<file path="src/rtl/axis_sum_pkg.sv">
// Shared types and defaults for the four-channel complex summing controller.
package axis_sum_pkg;

  localparam int NUM_CH_DEF      = 4;
  localparam int COUNT_WIDTH_DEF = 16;

  // Channel stream indices within the joined vectors
  localparam int CH00 = 0;
  localparam int CH01 = 1;
  localparam int CH20 = 2;
  localparam int CH21 = 3;

  typedef enum logic [1:0] {
    IDLE   = 2'd0,
    RUN    = 2'd1,
    RESYNC = 2'd2
  } state_e;

endpackage

</file>
<file path="src/rtl/axis_frame_counter.sv">
// Beat-within-frame and completed-frame counters with the last-beat compare.
module axis_frame_counter #(
  parameter int COUNT_WIDTH = 16
) (
  input  logic                   clock,
  input  logic                   reset,
  input  logic                   clr_all,
  input  logic                   clr_beat,
  input  logic                   fire,
  input  logic                   misalign,
  input  logic [COUNT_WIDTH-1:0] frame_len,
  output logic [COUNT_WIDTH-1:0] beat_count,
  output logic [COUNT_WIDTH-1:0] frame_count,
  output logic                   last_beat
);

  logic [COUNT_WIDTH-1:0] beat_q, beat_d;
  logic [COUNT_WIDTH-1:0] frame_q, frame_d;

  assign last_beat   = (beat_q == frame_len - COUNT_WIDTH'(1));
  assign beat_count  = beat_q;
  assign frame_count = frame_q;

  // Next-count logic: a misaligned beat restarts the frame without counting it as complete
  always_comb begin
    beat_d  = beat_q;
    frame_d = frame_q;
    if (clr_all) begin
      beat_d  = '0;
      frame_d = '0;
    end else if (clr_beat) begin
      beat_d = '0;
    end else if (fire) begin
      if (misalign) begin
        beat_d = '0;
      end else if (last_beat) begin
        beat_d  = '0;
        frame_d = frame_q + COUNT_WIDTH'(1);
      end else begin
        beat_d = beat_q + COUNT_WIDTH'(1);
      end
    end
  end

  // Counter registers
  always_ff @(posedge clock or posedge reset) begin
    if (reset) begin
      beat_q  <= '0;
      frame_q <= '0;
    end else begin
      beat_q  <= beat_d;
      frame_q <= frame_d;
    end
  end

endmodule

</file>
<file path="src/rtl/axis_sum_controller.sv">
// Joins the four channel streams, issues the datapath advance strobe, frames
// the output with tlast and re-synchronises channels after tlast misalignment.
module axis_sum_controller
  import axis_sum_pkg::*;
#(
  parameter int NUM_CH      = NUM_CH_DEF,
  parameter int COUNT_WIDTH = COUNT_WIDTH_DEF
) (
  input  logic                   clock,
  input  logic                   reset,
  input  logic [NUM_CH-1:0]      ch_tvalid,
  input  logic [NUM_CH-1:0]      ch_tlast,
  output logic [NUM_CH-1:0]      ch_tready,
  input  logic                   sum_tready,
  output logic                   sum_fire,
  output logic                   sum_tlast,
  output logic [NUM_CH-1:0]      sum_mask,
  input  logic                   cfg_start,
  input  logic                   cfg_stop,
  input  logic [NUM_CH-1:0]      cfg_mask,
  input  logic [COUNT_WIDTH-1:0] cfg_frame_len,
  output logic                   busy,
  output logic [COUNT_WIDTH-1:0] beat_count,
  output logic [COUNT_WIDTH-1:0] frame_count,
  output logic                   err_misalign,
  output logic                   err_cfg
);

  state_e                 state_q, state_d;
  logic [NUM_CH-1:0]      sum_mask_q, sum_mask_d;
  logic [NUM_CH-1:0]      seen_last_q, seen_last_d;
  logic [COUNT_WIDTH-1:0] frame_len_q, frame_len_d;
  logic                   err_misalign_q, err_misalign_d;
  logic                   err_cfg_q, err_cfg_d;
  logic                   stop_pending_q, stop_pending_d;

  logic                   all_joined, fire, misalign, last_beat, stop_req;
  logic                   cnt_clr_all, cnt_clr_beat;
  logic [NUM_CH-1:0]      seen_next;

  // Join and advance: disabled channels never hold up the sum
  always_comb begin
    all_joined = &(ch_tvalid | ~sum_mask_q);
    fire       = (state_q == RUN) && all_joined && sum_tready;
    misalign   = fire && (|(sum_mask_q & (ch_tlast ^ {NUM_CH{last_beat}})));
  end

  assign sum_fire     = fire;
  assign sum_tlast    = fire & last_beat;
  assign sum_mask     = sum_mask_q;
  assign busy         = (state_q != IDLE);
  assign err_misalign = err_misalign_q;
  assign err_cfg      = err_cfg_q;

  // Per-channel ready: enabled channels pop together on fire, disabled ones drain freely
  always_comb begin
    ch_tready = '0;
    case (state_q)
      RUN:     ch_tready = (sum_mask_q & {NUM_CH{fire}}) | ~sum_mask_q;
      RESYNC:  ch_tready = ~(sum_mask_q & seen_last_q);
      default: ch_tready = '0;
    endcase
  end

  // Next-state and control updates
  always_comb begin
    state_d        = state_q;
    sum_mask_d     = sum_mask_q;
    seen_last_d    = seen_last_q;
    frame_len_d    = frame_len_q;
    err_misalign_d = err_misalign_q;
    err_cfg_d      = err_cfg_q;
    stop_pending_d = stop_pending_q;
    cnt_clr_all    = 1'b0;
    cnt_clr_beat   = 1'b0;
    stop_req       = stop_pending_q | cfg_stop;
    seen_next      = seen_last_q | (ch_tvalid & ch_tready & ch_tlast & sum_mask_q);
    case (state_q)
      IDLE: begin
        if (cfg_start) begin
          if ((cfg_mask != '0) && (cfg_frame_len != '0)) begin
            sum_mask_d     = cfg_mask;
            frame_len_d    = cfg_frame_len;
            err_misalign_d = 1'b0;
            err_cfg_d      = 1'b0;
            stop_pending_d = 1'b0;
            seen_last_d    = '0;
            cnt_clr_all    = 1'b1;
            state_d        = RUN;
          end else begin
            err_cfg_d = 1'b1;
          end
        end
      end
      RUN: begin
        stop_pending_d = stop_req;
        if (misalign) begin
          err_misalign_d = 1'b1;
          seen_last_d    = sum_mask_q & ch_tlast;
          state_d        = RESYNC;
        end else if (stop_req && ((fire && last_beat) || (!fire && (beat_count == '0)))) begin
          stop_pending_d = 1'b0;
          state_d        = IDLE;
        end
      end
      RESYNC: begin
        stop_pending_d = stop_req;
        seen_last_d    = seen_next;
        if ((seen_next & sum_mask_q) == sum_mask_q) begin
          seen_last_d  = '0;
          cnt_clr_beat = 1'b1;
          if (stop_req) begin
            stop_pending_d = 1'b0;
            state_d        = IDLE;
          end else begin
            state_d = RUN;
          end
        end
      end
      default: state_d = IDLE;
    endcase
  end

  // Control registers
  always_ff @(posedge clock or posedge reset) begin
    if (reset) begin
      state_q        <= IDLE;
      sum_mask_q     <= '0;
      seen_last_q    <= '0;
      frame_len_q    <= '0;
      err_misalign_q <= 1'b0;
      err_cfg_q      <= 1'b0;
      stop_pending_q <= 1'b0;
    end else begin
      state_q        <= state_d;
      sum_mask_q     <= sum_mask_d;
      seen_last_q    <= seen_last_d;
      frame_len_q    <= frame_len_d;
      err_misalign_q <= err_misalign_d;
      err_cfg_q      <= err_cfg_d;
      stop_pending_q <= stop_pending_d;
    end
  end

  axis_frame_counter #(
    .COUNT_WIDTH(COUNT_WIDTH)
  ) u_frame_counter (
    .clock      (clock),
    .reset      (reset),
    .clr_all    (cnt_clr_all),
    .clr_beat   (cnt_clr_beat),
    .fire       (fire),
    .misalign   (misalign),
    .frame_len  (frame_len_q),
    .beat_count (beat_count),
    .frame_count(frame_count),
    .last_beat  (last_beat)
  );

endmodule
</file>
<file path="config.mk">
export PLATFORM = sky130hd
export DESIGN_NAME = axis_sum_controller
export DESIGN_NICKNAME = d
export VERILOG_FILES = /design/src/rtl/axis_sum_pkg.sv /design/src/rtl/axis_frame_counter.sv /design/src/rtl/axis_sum_controller.sv
export SDC_FILE = /design/constraint.sdc
export NUM_CORES = 1
export LEC_CHECK = 0
export ABC_AREA = 1
export CAP_MARGIN = 25
export CORE_ASPECT_RATIO = 0.5
export CORE_MARGIN = 3
export CORE_UTILIZATION = 55
export CTS_BUF_LIST = sky130_fd_sc_hd__clkbuf_4 sky130_fd_sc_hd__clkbuf_8
export CTS_CLUSTER_DIAMETER = 60
export DETAILED_ROUTE_END_ITERATION = 12
export PLACE_DENSITY = 0.89
export SLEW_MARGIN = 20
export SYNTH_ARGS = -nofsm -noshare
export SYNTH_HDL_FRONTEND = slang
export SYNTH_SLANG_ARGS = --single-unit
</file>
<file path="constraint.sdc">
create_clock -name clock -period 3.3 [get_ports clock]
set_input_delay 0.825 -clock clock [delete_from_list [all_inputs] [get_ports clock]]
set_output_delay 0.825 -clock clock [all_outputs]
set_load 0.05 [all_outputs]
</file>
; ---- Word-level counts from Yosys, hierarchy flattened
; Index checks and enable logic that the tools add are counted.
[classes]
add_sub_neg = 3
n_mul = 0
n_div = 0
magnitude_cmp = 0
n_eq_ne = 11
shifts = 0
mux = 37
bitwise_logic = 16
reduce_logical = 28
[ops]
columns = operator, count
row1 = 16-bit two-way mux, 10
row2 = "16-bit by 1-bit adder with 16-bit output, second input constant", 2
row3 = 4-bit AND, 8
row4 = 4-bit AND reduction, 5
row5 = 16-bit == test, 1
row6 = 16-bit logical NOT, 1
row7 = 4-bit two-way mux, 4
row8 = 16-bit nonzero test, 1
row9 = "16-bit by 1-bit subtractor with 16-bit output, second input constant", 1
row10 = 1-bit two-way mux, 13
row11 = 4-bit bitwise OR, 3
row12 = 4-bit case mux with 3 select lines, 1
row13 = 2-bit two-way mux, 5
row14 = "2-bit inequality test, second input constant", 5
row15 = 4-bit NOT, 2
row16 = 4-bit case mux with 2 select lines, 1
row17 = 2-bit nonzero test, 4
row18 = 1-bit logical AND, 7
row19 = 2-bit case mux with 3 select lines, 1
row20 = 3-bit AND reduction, 2
row21 = 3-bit nonzero test, 2
row22 = 4-bit == test, 1
row23 = 4-bit nonzero test, 1
row24 = 4-bit OR reduction, 1
row25 = other kinds (13), 13
[word_totals]
regBits = 61
latch_bits = 0
ram_bits = 0
rom_bits = 0
inputBits = 33
n_memories = 0

; ---- Depth between registers and ports, before layout
; Gate-level depths: netlist of the first run.
[logic_depth]
ltp_word = 18
depth_mapped = 19
mapped_depth_nobuf = 19

; ---- Modules after synthesis
; Synthesis of the first run repeated with hierarchy kept, for this count alone.
[unflattened]
hier_cells = 675
area_unflattened_um2 = 4629.4
[by_module_without_submodules]
columns = mod, instances, cells_per_inst, area_per_inst_um2, seq_area_each_um2
row1 = axis_frame_counter, 1, 455, 2864.0, 800.8
row2 = axis_sum_controller, 1, 220, 1765.4, 725.7

; ---- Worst setup path after synthesis of the first run
; Ideal clock, no wire load.
[synth_timing]
path_type = input port to flip-flop
startpoint = input ch_tvalid[1]
endpoint = register u_frame_counter.frame_q[2] (netlist: u_frame_counter.frame_count[2])
t_arrival_ns = 3.002
slack_ns = 0.180
path_stages = 16
path_buffers = 1
path_cell_list = inv_1 > nand2_1 > nand3_1 > nor2_2 > o21ai_0 > inv_1 > nand2_1 > nand3_1 > nand2_1 > nor2_2 > nand3_1 > nand2_1 > inv_2 > buf_2 > nand4_1 > nand2_1
[synth_via]
elab_chain_len = 17
[synth_rtl]
columns = item, line
row1 = from (decl), axis_sum_controller.sv:11  ; input logic [NUM_CH-1:0] ch_tvalid,
row2 = 4-bit bitwise OR, axis_sum_controller.sv:43  ; all_joined = &(ch_tvalid | ~sum_mask_q);
row3 = 4-bit AND reduction, axis_sum_controller.sv:43
row4 = 1-bit logical AND (2 in a row), axis_sum_controller.sv:44  ; fire = (state_q == RUN) && all_joined && sum_tready;
row5 = via sum_fire, axis_sum_controller.sv:15  ; output logic sum_fire,
row6 = 4-bit AND, axis_sum_controller.sv:59  ; RUN: ch_tready = (sum_mask_q & {NUM_CH{fire}}) | ~sum_mask_q;
row7 = 4-bit bitwise OR, axis_sum_controller.sv:59
row8 = 4-bit case mux with 2 select lines, axis_sum_controller.sv:58  ; case (state_q)
row9 = via ch_tready[1], axis_sum_controller.sv:13  ; output logic [NUM_CH-1:0] ch_tready,
row10 = 4-bit AND (3 in a row), axis_sum_controller.sv:77  ; seen_next = seen_last_q | (ch_tvalid & ch_tready & ch_tlast & sum_mask_q);
row11 = 4-bit bitwise OR, axis_sum_controller.sv:77
row12 = 4-bit AND, axis_sum_controller.sv:109  ; if ((seen_next & sum_mask_q) == sum_mask_q) begin
row13 = 4-bit == test, axis_sum_controller.sv:109
row14 = 1-bit two-way mux, axis_sum_controller.sv:109
row15 = 1-bit two-way mux, axis_sum_controller.sv:78  ; case (state_q)
row16 = 2-bit inequality test (no line), n/a
row17 = 4-bit AND reduction (no line), n/a
row18 = to (signal assigned), axis_frame_counter.sv:52  ; frame_q <= frame_d;
row19 = to (decl), axis_frame_counter.sv:18  ; logic [COUNT_WIDTH-1:0] frame_q, frame_d;
; The timed path passes the listed nets, and every way through them passes these cells.
; A chain may end at the register's enable or synchronous reset.

; ---- Final worst setup path of the first run
[layout_timing]
startpoint = register frame_len_q[0]
endpoint = output sum_tlast
[layout_via]
elab_chain_len = 3
[layout_rtl]
columns = item, line
row1 = from (decl), axis_sum_controller.sv:32  ; logic [COUNT_WIDTH-1:0] frame_len_q, frame_len_d;
row2 = from (signal assigned), axis_sum_controller.sv:138  ; frame_len_q <= frame_len_d;
row3 = 16-bit by 1-bit subtractor with 16-bit output, axis_frame_counter.sv:20  ; assign last_beat = (beat_q == frame_len - COUNT_WIDTH'(1));
row4 = 16-bit == test, axis_frame_counter.sv:20
row5 = 1-bit AND, axis_sum_controller.sv:49  ; assign sum_tlast = fire & last_beat;
row6 = to (decl), axis_sum_controller.sv:16  ; output logic sum_tlast,
; No other way between the ends.

==> results of run 1 <==
[sequential cells by signal, summed over array words and instances, names as in the netlist, 2 cells and up]
signal,flops
frame_len_q,16
seen_last_q,4
state_q,2
sum_mask,4
u_frame_counter.beat_count,16
u_frame_counter.frame_count,16
[per-layer routing]
metal	track usage, %	wire length (um)	vias to the layer above	share of wire (%)
met1	39.7	5990	2304	45
met3	7.77	1270	26	9.5
met4	5.53	138	0	1.0
met5	0	0	-	0
met2	45.5	5880	239	44
li1	-	-	2323	-
[final cells by class]
class / instances / area, um2
fill: 586 / 1810
sequential: 61 / 1530
timing repair buffer: 101 / 1020
clock inverter: 4 / 48.8
tap: 108 / 135
inverter: 86 / 323
clock buffer: 11 / 145
multi-input combinational: 499 / 2620
[worst max-delay path by stage]
| stage | from | end | slack [ns] | cells past startpoint |
|---|---|---|---|---|
| after global routing | frame_len_q[0] | sum_tlast | -0.01 | 14 |
| after floorplan | ch_tvalid[1] | u_frame_counter.frame_count[2] | 0.18 | 16 |
| after global placement | cfg_frame_len[10] | u_frame_counter.frame_count[4] | 0.04 | 12 |
| after detailed placement | cfg_frame_len[10] | u_frame_counter.frame_count[14] | 0.002 | 12 |
| after CTS | frame_len_q[1] | sum_tlast | 0.06 | 14 |
| final | frame_len_q[0] | sum_tlast | 0.14 | 14 |
[what timing repair did]
item                       in CTS  in global routing
resized for setup               4                  7
setup endpoints to repair       1                  1
pin swaps                       1                 11
buffers inserted                1                  5
[cell families after synthesis]
family                   synth area share, %
AND/OR/NAND/NOR                         41.2
buffers and inverters                   8.94
flip-flops                              33.9
AO/OA/AOI/OAI                           7.00
XOR/XNOR                                6.77
adder cells (fa/ha/maj)                 2.22
[layout by cell type, fill, tap and decap left out, drive strengths merged]
cell type      Yosys  final
nand2            218    218
xor2              21     21
buf                8     30
clkinv             2      5
a21oi             12     12
and2               1      1
and3               1      1
inv               84     84
o21ai             35     35
nand3             56     56
xnor2             13     13
nor2              71     71
nor3               8      8
nor4              11     11
o22ai             10     10
nand3b             6      6
a31oi              1      1
ha                 8      8
clkdlybuf4s50      0     71
nand4             27     27
clkbuf             7     11
bufinv             0      1
dfrtp             61     61
[through the flow]
step,setup WS (ns),util [%],TNS (ns),hold WS [ns]
finish,0.137,76.3,0,0.494
global route,-0.00950,76.3,-0.00950,0.533
CTS,0.0550,75.4,0,0.496
detailed placement,0.00171,72.7,0,0.480
global placement,0.0398,72.7,0,0.468
floorplan,0.180,-,0,0.450
[worst reg2reg max path, stage by stage, from the launching register on]
cell and delay [ns]:
sky130_fd_sc_hd__dfrtp_1 0.47, sky130_fd_sc_hd__nor2_1 0.24, sky130_fd_sc_hd__nand2_2 0.13, sky130_fd_sc_hd__nor2_8 0.18, sky130_fd_sc_hd__buf_4 0.14, sky130_fd_sc_hd__nand3b_1 0.08, sky130_fd_sc_hd__nand2_2 0.11, sky130_fd_sc_hd__nand2_2 0.07
sky130_fd_sc_hd__nor2_4 0.14, sky130_fd_sc_hd__nand4_2 0.13, sky130_fd_sc_hd__nand2_2 0.09, sky130_fd_sc_hd__nand2_2 0.11, sky130_fd_sc_hd__o21ai_4 0.39, sky130_fd_sc_hd__nand2_4 0.21, sky130_fd_sc_hd__nand2_1 0.10, sky130_fd_sc_hd__nand2_1 0.06
[Yosys cell counts, types with 2 or more instances]
library cell               count
sky130_fd_sc_hd__clkbuf_1      6
sky130_fd_sc_hd__inv_1        81
sky130_fd_sc_hd__o21ai_0      30
sky130_fd_sc_hd__nor2_4        4
sky130_fd_sc_hd__nand2_1     206
sky130_fd_sc_hd__nor3_1        8
sky130_fd_sc_hd__ha_1          8
sky130_fd_sc_hd__buf_6         2
sky130_fd_sc_hd__nand3_1      52
sky130_fd_sc_hd__o21ai_1       4
sky130_fd_sc_hd__clkinv_1      2
sky130_fd_sc_hd__nand4_1      26
sky130_fd_sc_hd__nor2_8        2
sky130_fd_sc_hd__xnor2_1      13
sky130_fd_sc_hd__nor2_2        8
sky130_fd_sc_hd__xor2_1       20
sky130_fd_sc_hd__nand2_2      10
sky130_fd_sc_hd__nor4_1       11
sky130_fd_sc_hd__dfrtp_1      61
sky130_fd_sc_hd__nand3b_1      6
sky130_fd_sc_hd__buf_2         6
sky130_fd_sc_hd__a21oi_1      12
sky130_fd_sc_hd__nand2_4       2
sky130_fd_sc_hd__inv_2         3
sky130_fd_sc_hd__o22ai_1      10
sky130_fd_sc_hd__nor2_1       57
sky130_fd_sc_hd__nand3_2       3
[report_power, final]
part	switching [uW]	internal (uW)
Sequential	233	915
Combinational	1780	970
Clock	298	372
==> results.sh, run 1 <==
export IMPL_synth_top_area_cell="sky130_fd_sc_hd__dfrtp_1"
export IMPL_synth_nets=702
export IMPL_first_pass_iters=6
export IMPL_yosys_most_used_dff="sky130_fd_sc_hd__dfrtp_1"
export IMPL_core_area_mm2=0.00762
export IMPL_gr_usage_all_layers_pct=28.6
export IMPL_number_of_diodes=0
export IMPL_setup_reg_to_reg_worst_slack_ns=0.56
export IMPL_timing_critical_path_cells="inv_2, ha_4, nand2_2, inv_1, nor2_2, nand2_1, nor2_1, nand3_1, nor2_1, nand2_1, nor2_2, nand4_1, inv_2, buf_12"
export IMPL_finalClockSkew_ns=0.00858
export IMPL_post_synth_main_area_contributors="sky130_fd_sc_hd__dfrtp_1 34%, sky130_fd_sc_hd__nand2_1 17%, sky130_fd_sc_hd__inv_1 6.7%"
export IMPL_hpwlAfterDp_um=9940
export IMPL_synth_top_area_share_pct=33.9
export IMPL_synth_yosys_warnings=0
export IMPL_initial_utilization_pct=59.1
export IMPL_cts_num_sinks=61
export IMPL_worst_endpoint_required_ns=2.47
export IMPL_cells_after_synthesis=661
export IMPL_startpoint_kind_of_the_worst_setup_timing_path="register"
export IMPL_synth_seq_area_share_pct=33.9
export IMPL_synthDistinctLibCells=35
export IMPL_crit_buf_inv=4
export IMPL_leakage_uw=0.00279
export IMPL_worst_endpoint_data_arrival_time_ns=2.34
export IMPL_syn_area_per_cell_um2=6.82
export IMPL_clock_latency_ns=0.35
export IMPL_final_design_area_no_fill_mm2=0.00582
export IMPL_critical_path_top_delay_family="simple AND/OR/NAND/NOR gates"
export IMPL_row_count=22
export IMPL_clock_tree_buffer_depth=2
export IMPL_die_area_mm2=0.00938
export IMPL_route_detailed_drc=0
export IMPL_first_global_vias=4613
export IMPL_finalHoldViolations=0
export IMPL_grt_overflow_total=0
export IMPL_number_of_max_capacitance_violations_reported=0
export IMPL_final_cells=870
export IMPL_hold_fix_buffers_cts=0
export IMPL_r2r_end="u_frame_counter.frame_count[14]"
export IMPL_tritoncts="built"
export IMPL_power_density_mw_per_mm2=784
export IMPL_tightestPinTransition_ns=0.803
export IMPL_nets=799
export IMPL_max_freq_ghz=0.316
export IMPL_cts_htree_levels=3
export IMPL_period_minus_slack_ns=3.16
export IMPL_timing_final_setup_violations=0
export IMPL_cts_root_buf="sky130_fd_sc_hd__clkbuf_8"
export IMPL_numPlacedInstances=849
export IMPL_cts_clk_slew_worst_paths_ns=0.07
export IMPL_layout_drive_gt1_share_pct=11.8
export IMPL_postSynth_asyncResetShare_pct=100
export IMPL_wire_per_inst_um=15.3
export IMPL_drt_antenna_violating_nets=0
export IMPL_rr_worst_depth=15
export IMPL_postSynthRegisterBits=61
export IMPL_area_growth_synth_to_final_pct=29.1
export IMPL_vias=4892
export IMPL_grt_max_degree=62
export IMPL_worstReg2RegStart="frame_len_q[6]"
export IMPL_gpl_final_weighted_congestion=0.974
export IMPL_crit_type="reg -> out"
export IMPL_dpl_instance_area_mm2=0.00554
export IMPL_syn_area_mm2=0.00451
export IMPL_power_total_uw=4560
export IMPL_cp_slowest_cell="sky130_fd_sc_hd__dfrtp_1"
export IMPL_power_ir_vdd_worst_mv=0.389
export IMPL_die_w_um=134
export IMPL_holdPathStages=2
export IMPL_wirelength_routed_um=13300
export IMPL_cts_inserted_buffers=9
export IMPL_critical_path_max_stage_delay_ns=0.40
export IMPL_avgViaCountPerCell=5.62
export IMPL_grt_pass1_wl_um=21900
export IMPL_whs_endpoint="seen_last_q[3]"
export IMPL_hold_path_class="reg -> reg"
export IMPL_critical_path_maximum_fanout=2
export IMPL_synth_enable_flop_cells=0
export IMPL_drt_iter0_markers=483
export IMPL_critPathCaptureType="output port"
export IMPL_post_route_period_util_pct=95.9
export IMPL_slew_limit_headroom_pct=46.5
export IMPL_run_status="completed"
export IMPL_report_final_slew_viol_count=0
export IMPL_die_height_um=70.0
export IMPL_io_pin_count=78
export IMPL_port_buffer_count=77
export IMPL_hp_start="seen_last_q[3]"
export IMPL_antenna_found_initial=0
(Power assumes the default switching activity.)
==> run 2, diff against run 1 <==
- CORE_MARGIN: 3 -> not set
- REMOVE_ABC_BUFFERS: not set -> 1
- SLEW_MARGIN: 20 -> 10
==> run 2 against run 1 <==
Compared with the run above:
- fmax grew 0.15%
- count of clock-buffer cells in the layout grew 1
- clock power up 12%
==> results.sh, run 2 (synthesis results as in run 1) <==
export IMPL_run_status="completed"
export IMPL_clock_latency_ns=0.35
export IMPL_cts_clk_slew_worst_paths_ns=0.07
export IMPL_post_route_period_util_pct=95.7
export IMPL_cts_root_buf="sky130_fd_sc_hd__clkbuf_8"
export IMPL_crit_type="reg -> out"
export IMPL_cts_num_sinks=61
export IMPL_critical_path_max_stage_delay_ns=0.44
export IMPL_tightestPinTransition_ns=0.602
export IMPL_finalClockSkew_ns=0.00566
export IMPL_grt_pass1_wl_um=20700
export IMPL_critical_path_most_common_cell="sky130_fd_sc_hd__nand2_2"
export IMPL_power_density_mw_per_mm2=784
export IMPL_layout_common_cells="206 x sky130_fd_sc_hd__nand2_1, 78 x sky130_fd_sc_hd__inv_1, 71 x sky130_fd_sc_hd__clkdlybuf4s50_1"
export IMPL_slew_limit_headroom_pct=59.5
export IMPL_hpwlAfterDp_um=9620
export IMPL_io_pin_count=78
export IMPL_dpl_instance_area_mm2=0.00548
export IMPL_initial_utilization_pct=59.1
export IMPL_drt_antenna_violating_nets=0
export IMPL_route_detailed_drc=0
export IMPL_worst_setup_path_startpoint="frame_len_q[4]"
export IMPL_hold_path_class="reg -> reg"
export IMPL_gpl_final_weighted_congestion=0.950
export IMPL_hold_slack_ns=0.485
export IMPL_die_area_mm2=0.00858
export IMPL_worstReg2RegStart="state_q[1]"
export IMPL_max_freq_ghz=0.317
export IMPL_tritoncts="built"
export IMPL_first_pass_iters=8
export IMPL_clock_tree_buffer_depth=2
export IMPL_critical_path_maximum_fanout=4
export IMPL_crit_buf_inv=3
export IMPL_avgViaCountPerCell=5.56
export IMPL_r2r_end="u_frame_counter.beat_count[14]"
export IMPL_number_of_max_capacitance_violations_reported=0
export IMPL_gr_usage_all_layers_pct=31.7
export IMPL_wire_per_inst_um=14.7
export IMPL_area_growth_synth_to_final_pct=27.7
export IMPL_wirelength_routed_um=12700
export IMPL_cp_slowest_cell="sky130_fd_sc_hd__dfrtp_1"
export IMPL_die_w_um=130
export IMPL_timing_final_setup_violations=0
export IMPL_cts_htree_levels=3
export IMPL_cts_inserted_buffers=9
export IMPL_first_global_vias=4399
export IMPL_startpoint_kind_of_the_worst_setup_timing_path="register"
export IMPL_nets=788
export IMPL_core_area_mm2=0.00762
export IMPL_setup_reg_to_reg_worst_slack_ns=0.42
export IMPL_worst_endpoint_data_arrival_time_ns=2.33
export IMPL_grt_max_degree=53
export IMPL_port_buffer_count=77
export IMPL_power_ir_vdd_worst_mv=0.426
export IMPL_vias=4784
export IMPL_rsz0062_at_grt="false"
export IMPL_drt_iter0_markers=482
export IMPL_grt_overflow_total=0
export IMPL_finalHoldViolations=0
export IMPL_setup_total_negative_slack_ns=0
export IMPL_rr_worst_depth=15
export IMPL_leakage_uw=0.00274
export IMPL_num_fill_cells=602
export IMPL_timing_critical_path_cells="nor2_1, nand2_2, nor2_8, buf_4, nand3b_1, nand2_2, nand2_2, nor2_4, nand4_1, inv_2, buf_12"
export IMPL_die_height_um=66.0
export IMPL_critPathCaptureType="output port"
export IMPL_antenna_found_initial=0
export IMPL_number_of_diodes=0
export IMPL_final_design_area_no_fill_mm2=0.00576
export IMPL_critical_path_top_delay_family="simple AND/OR/NAND/NOR gates"
export IMPL_depth_of_the_critical_timing_path_with_buffers_and_inverters_included=11
export IMPL_report_final_slew_viol_count=0
export IMPL_worst_endpoint_required_ns=2.47
export IMPL_setup_worst_path_end="sum_tlast"
export IMPL_layout_drive_gt1_share_pct=10.4
export IMPL_row_count=22
export IMPL_hold_fix_buffers_cts=0
export IMPL_final_common_cell="sky130_fd_sc_hd__nand2_1"
export IMPL_period_minus_slack_ns=3.16
-- run 2: final cells by class --
class	instances	area (um2)	share of cell area, %
Clock buffer	12	146	2.54
Clock inverter	4	72.6	1.26
Inverter	86	323	5.61
Multi-Input combinational cell	499	2600	45.2
Sequential cell	61	1530	26.5
Tap cell	108	135	2.35
Timing Repair Buffer	90	953	16.6
-- run 2: tightest hold or removal path, cell delays in order, from the launching register on --
cell                      delay (ns)
sky130_fd_sc_hd__dfrtp_1        0.35
sky130_fd_sc_hd__nand2_1        0.05
sky130_fd_sc_hd__nand2_1        0.05
-- run 2: worst min path at each step --
stage | to | startpoint | cells past startpoint
after detailed placement | stop_pending_q | stop_pending_q | 2
final | stop_pending_q | stop_pending_q | 2
after CTS | stop_pending_q | stop_pending_q | 2
after floorplan | stop_pending_q | stop_pending_q | 2
after global placement | stop_pending_q | stop_pending_q | 2
after global routing | stop_pending_q | stop_pending_q | 2
-- run 2: repair_timing --
action	4_1_cts	5_1_grt
resized for setup	3	4
setup endpoints to repair	1	1
pin swaps	0	1
hold endpoints to repair	0	0
setup buffers	1	4
gates cloned	0	0
-- run 2: stage by stage --
| step | util (%) | power [uW] | instances | setup slack (ns) |
|---|---|---|---|---|
| finish | 75.5 | 4510 | 860 | 0.142 |
| global route | 75.5 | 4820 | 860 | 0.00591 |
| CTS | 74.8 | 4440 | 856 | 0.0189 |
| detailed placement | 71.8 | 3670 | 839 | 0.112 |
| global placement | 71.8 | 3590 | 839 | 0.189 |
| floorplan | - | 2870 | 646 | 0.178 |
-- run 2: power by group --
part | switching [uW] | total [uW] | internal (uW) | leakage, uW
Sequential | 217 | 1130 | 915 | 0.000811
Clock | 303 | 752 | 449 | 0.000111
Combinational | 1730 | 2630 | 897 | 0.00182
Total | 2250 | 4510 | 2260 | 0.00274
-- run 2: per-layer routing --
metal  track usage (%)  share of wire (%)  up-vias  routed length [um]
met2              51.1                 43      239                5450
met3              8.41                 10       35                1280
met5                 0                  0        -                   0
met4              8.43                2.0        0                 249
li1                  -                  -     2302                   -
met1              42.3                 45     2208                5670
